File: config.mk
export PLATFORM = sky130hd
export DESIGN_NAME = pc_unit
export DESIGN_NICKNAME = d
export VERILOG_FILES = /design/src/rtl/pc_unit.sv
export SDC_FILE = /design/constraint.sdc
export NUM_CORES = 1
export LEC_CHECK = 0
export BUFFER_PORTS_ARGS = -buffer_cell sky130_fd_sc_hd__buf_2
export CAP_MARGIN = 20
export CELL_PAD_IN_SITES_DETAIL_PLACEMENT = 0
export CELL_PAD_IN_SITES_GLOBAL_PLACEMENT = 2
export CORE_ASPECT_RATIO = 0.9
export CORE_UTILIZATION = 24
export DETAILED_ROUTE_END_ITERATION = 16
export PLACE_DENSITY_LB_ADDON = 0.1
export SLEW_MARGIN = 0
export SYNTH_ARGS = -nofsm -noshare
export SYNTH_HDL_FRONTEND = slang
export SYNTH_SLANG_ARGS = --single-unit
File: constraint.sdc
create_clock -name clk -period 3.55 [get_ports clk]
set_input_delay 0.5325 -clock clk [delete_from_list [all_inputs] [get_ports clk]]
set_output_delay 0.5325 -clock clk [all_outputs]
set_load 0.01 [all_outputs]
File: src/rtl/pc_unit.sv
// Fetch-stage program counter: next-PC priority select, EPC capture, and an
// optional return-address stack enabled by defining PC_RAS_EN.
module pc_unit #(
    parameter int unsigned      WIDTH        = 32,
    parameter logic [WIDTH-1:0] RESET_VECTOR = 32'h0000_3000,
    parameter logic [WIDTH-1:0] EXC_VECTOR   = 32'h0000_4180,
    parameter int unsigned      RAS_DEPTH    = 4
) (
    input  logic             clk,
    input  logic             PCReSet,
    input  logic             isPCWrite,
    input  logic             isException,
    input  logic             isBranch,
    input  logic [WIDTH-1:0] branchTarget,
    input  logic             isJump,
    input  logic [WIDTH-1:0] jumpTarget,
    input  logic             isCall,
    input  logic             isReturn,
    input  logic [WIDTH-1:0] rasPushData,
    output logic [WIDTH-1:0] PC,
    output logic [WIDTH-1:0] PCPlus4,
    output logic [WIDTH-1:0] EPC,
    output logic             redirected,
    output logic [WIDTH-1:0] rasTop,
    output logic             rasValid
);

    localparam logic [WIDTH-1:0] ALIGN_MASK = ~(WIDTH'(3));

    typedef enum logic [2:0] {
        SRC_RESET,
        SRC_EXC,
        SRC_BRANCH,
        SRC_JUMP,
        SRC_SEQ,
        SRC_HOLD
    } pc_src_e;

    logic [WIDTH-1:0] r_pc;
    logic [WIDTH-1:0] r_epc;
    logic             r_redir;
    pc_src_e          w_src;
    logic [WIDTH-1:0] w_next_pc;
    logic [WIDTH-1:0] w_pc_plus4;
    logic             w_is_redirect;

    assign w_pc_plus4 = r_pc + WIDTH'(4);

    always_comb begin
        w_src = SRC_HOLD;
        priority case (1'b1)
            PCReSet:     w_src = SRC_RESET;
            isException: w_src = SRC_EXC;
            isBranch:    w_src = SRC_BRANCH;
            isJump:      w_src = SRC_JUMP;
            isPCWrite:   w_src = SRC_SEQ;
            default:     w_src = SRC_HOLD;
        endcase
    end

    always_comb begin
        w_next_pc = r_pc;
        case (w_src)
            SRC_RESET:  w_next_pc = RESET_VECTOR;
            SRC_EXC:    w_next_pc = EXC_VECTOR;
            SRC_BRANCH: w_next_pc = branchTarget & ALIGN_MASK;
            SRC_JUMP:   w_next_pc = jumpTarget & ALIGN_MASK;
            SRC_SEQ:    w_next_pc = w_pc_plus4;
            default:    w_next_pc = r_pc;
        endcase
    end

    assign w_is_redirect = (w_src == SRC_EXC) ||
                           (w_src == SRC_BRANCH) ||
                           (w_src == SRC_JUMP);

    always_ff @(posedge clk) begin
        if (PCReSet) begin
            r_pc    <= RESET_VECTOR;
            r_epc   <= '0;
            r_redir <= 1'b0;
        end else begin
            r_pc    <= w_next_pc;
            r_redir <= w_is_redirect;
            if (isException)
                r_epc <= r_pc;
        end
    end

    assign PC         = r_pc;
    assign PCPlus4    = w_pc_plus4;
    assign EPC        = r_epc;
    assign redirected = r_redir;

`ifdef PC_RAS_EN
    localparam int unsigned PW = (RAS_DEPTH > 1) ? $clog2(RAS_DEPTH) : 1;
    localparam int unsigned CW = $clog2(RAS_DEPTH + 1);
    localparam logic [CW-1:0] FULL = CW'(RAS_DEPTH);

    logic [WIDTH-1:0] r_stack [RAS_DEPTH];
    logic [PW-1:0]    r_sp;
    logic [CW-1:0]    r_cnt;
    logic [PW-1:0]    w_sp_inc;
    logic             w_ras_ok;
    logic             w_push;
    logic             w_pop;
    logic             w_repl;

    // Push/pop are suppressed while the pipeline is being reset or flushed.
    assign w_ras_ok = !PCReSet && !isException;
    assign w_sp_inc = r_sp + PW'(1);
    assign w_push   = w_ras_ok && isCall && !isReturn;
    assign w_pop    = w_ras_ok && isReturn && !isCall && (r_cnt != '0);
    assign w_repl   = w_ras_ok && isCall && isReturn;

    always_ff @(posedge clk) begin
        if (PCReSet) begin
            r_sp  <= '0;
            r_cnt <= '0;
        end else if (isException) begin
            r_cnt <= '0;
        end else if (w_push) begin
            r_sp <= w_sp_inc;
            if (r_cnt != FULL)
                r_cnt <= r_cnt + CW'(1);
        end else if (w_pop) begin
            r_sp  <= r_sp - PW'(1);
            r_cnt <= r_cnt - CW'(1);
        end
    end

    // A full stack simply wraps, overwriting the oldest entry.
    always_ff @(posedge clk) begin
        if (w_push)
            r_stack[w_sp_inc] <= rasPushData;
        else if (w_repl)
            r_stack[r_sp] <= rasPushData;
    end

    assign rasTop   = r_stack[r_sp];
    assign rasValid = (r_cnt != '0);
`else
    logic w_unused_ras;

    assign w_unused_ras = ^{isCall, isReturn, rasPushData};
    assign rasTop       = '0;
    assign rasValid     = 1'b0;
`endif

endmodule

==> qor.yml <==
leakagePower_nw: 2.24
grt_antenna_before_repair: 0
totalPowerFinal_mw: 1.84
layout-drive-gt1-share: 0.337
cts-resized-gates: 0
vias: 3451
global_route.usage.met3: 0.0502
nets: 669
row_count: 42
clock-root-buffer: "clkbuf_16"
irDropWorstVdd_mv: 0.225
place.detailed.hpwl_mm: 9.11
area_growth_syn_to_layout_pct: 29.2
total_clock_buffers_created_by_cts: 9
setup_repair_after_global_routing_missed_its_margin: "false"
grtUsageMet1: 0.214
antenna_violating_nets_remaining: 0
endpoint_kind: "output port"
postSynthRegisterBits: 61
post-cts-setup-buffer-count: 0
gr-usage-all-layers: 0.162
numPortBuffers: 156
grt.met2_usage: 0.254
place_ws_ps: 829
gp_congestion: 0.735
cts_max_level: 3
global_route.overflow_total: 0
drt_first_pass_iters: 4
clk-insertion-delay-late_ps: 340
routed_via_density: 4.51
worst_ep_arrival_time_ps: 2560
grt_pass1_wl_mm: 19.1
run_status: "completed"
clock_path_buffers: 2
tritoncts_num_sinks: 61
floorplan.die.height_um: 119
required_ps: 3020
most_common_cell_after_layout_fill_and_taps_aside: "buf_2"
syn-mean-instance-area_um2: 8.63
floorplan.io_pins: 234
tightest_hold_check_type: "in2reg"
final.hold.worst_slack_ps: 415
maxSlewHeadroom: 0.426
minimum_clock_period_after_layout_ps: 3090
antenna_cells: 0
worst_slew_pin_slew_ps: 860
timing.max_cap.violations: 0
design.die.area_um2: 15700
critPathLaunchType: "flip-flop"
drcViolationCount: 0
syn_inst: 424
fin_setup_tns_ps: 0
tritoncts: "done"
holdBufCountCts: 0
gr-max-usage-layer: "met2"
grt_pass1_vias: 3265
timing_hold_violations_final: 0
crit_type: "reg2out"
maxSlewViolCount: 0
power.density_nw_per_um2: 389
initial_core_util: 0.247
wirelength_mm: 12.6
ys_warn_count: 0
finalClockSkew_ps: 5.79
core_region_area_um2: 14800
chipWidth_um: 132
yosys.cell_types.count: 42
multi_input_comb_area_um2: 2110
critical_path.max_fanout: 9
grt_max_degree: 43
synth_seq_area_share: 0.334
cts.clk_slew.worst_paths_ps: 50
mappedNetlistArea_um2: 3660
fillerInstances: 1654
most-common-layout-cells: "buf_2, dfxtp_1, nor2_1"
setup_viol_count_final: 0
detail_route.wl_per_cell_um: 16.5
sequential_standard_cell_area_um2: 1220
min_period_over_period: 0.870
clock.fmax_ghz: 0.324
setup_slack_ps: 462
initial_drc_count: 172
[final timing paths]
path / end / slack [ps] / depth (start not counted) / startpoint
worst min-delay path: PC[3]$_SDFFE_PP0P_ / 420 / 3 / jumpTarget[3]
worst max register to register: PC[30]$_SDFFE_PP0P_ / 1320 / 7 / PC[2]$_SDFFE_PP0P_
worst max-delay path: PCPlus4[22] / 460 / 7 / PC[2]$_SDFFE_PP0P_
worst min register to register: EPC[26]$_SDFFE_PP0P_ / 490 / 2 / EPC[26]$_SDFFE_PP0P_
[area by class of cell]
type	instances	share of cell area
Multi-Input combinational cell	321	0.446
Timing Repair Buffer	168	0.184
Sequential cell	61	0.258
Inverter	3	0.00238
Tap cell	198	0.0524
Clock inverter	2	0.00212
Clock buffer	12	0.0543
[synth_stat cells]
cell type,n,area (um2)
a22oi_1,26,195
dfxtp_1,61,1220
and2_4,1,8.76
a31o_1,1,8.76
a221oi_1,3,26.3
nand4_4,1,21.3
and4_1,3,26.3
o21ai_0,7,35.0
a22oi_2,1,12.5
o32a_1,2,20.0
nand3b_1,1,7.51
or4_1,1,7.51
conb_1,1,3.75
buf_2,24,120
nor4_4,2,42.5
o22ai_1,4,25.0
nor2b_1,1,6.26
mux2i_1,31,310
and3_1,5,31.3
clkbuf_1,8,30.0
nand4_1,19,119
and2_1,3,18.8
nand4_2,2,25.0
o32ai_1,1,8.76
ha_1,1,12.5
a21oi_1,1,5.00
clkbuf_2,2,10.0
xor2_1,34,298
o21ai_1,17,85.1
nor3b_1,1,7.51
nand2_1,19,71.3
buf_4,40,300
nor3b_2,1,12.5
nand2b_1,1,6.26
xnor2_1,21,184
nor3_4,1,16.3
buf_1,3,11.3
inv_1,3,11.3
nor3_1,8,40.0
nor2_1,43,161
nand3_1,18,90.1
a31oi_1,1,6.26
[per-layer routing]
metal,wire length (um),share of wire
met2,5700,0.45
met4,136,0.011
met5,0,0
met3,673,0.053
met1,6080,0.48
[worst max-delay path: stages, from the launching register on]
cell	delay (ps)
dfxtp_1	560
ha_1	350
and3_1	250
nand3_1	260
nand2b_1	330
nor2_1	150
xor2_1	150
buf_2	150
[cells by family after synthesis]
group                    count (synthesis)  share of synthesized area
AND/OR/NAND/NOR                        131                      0.197
other                                    1                    0.00102
AO/OA/AOI/OAI                           64                      0.117
adder cells (fa/ha/maj)                  1                    0.00342
XOR/XNOR                                55                      0.132
flip-flops                              61                      0.334
multiplexers                            31                     0.0848
buffers and inverters                   80                      0.132
[report_power, final]
group	switching, mW	total, mW	internal [mW]
registers	0.0525	0.768	0.716
clock network	0.315	0.815	0.500
logic	0.144	0.255	0.111
[sequential cells by signal, summed over array words and instances (netlist names)]
signal	cells
PC	30
EPC	30
redirected	1
[stage by stage]
stage / utilization / cell area, um2 / std cells
final: 0.319 / 4730 / 765
after floorplan: - / 3800 / 462
after CTS: 0.319 / 4730 / 765
after global placement: 0.301 / 4460 / 751
after global routing: 0.319 / 4730 / 765
after detailed placement: 0.301 / 4460 / 751
Power figures use the tool's default switching activity.
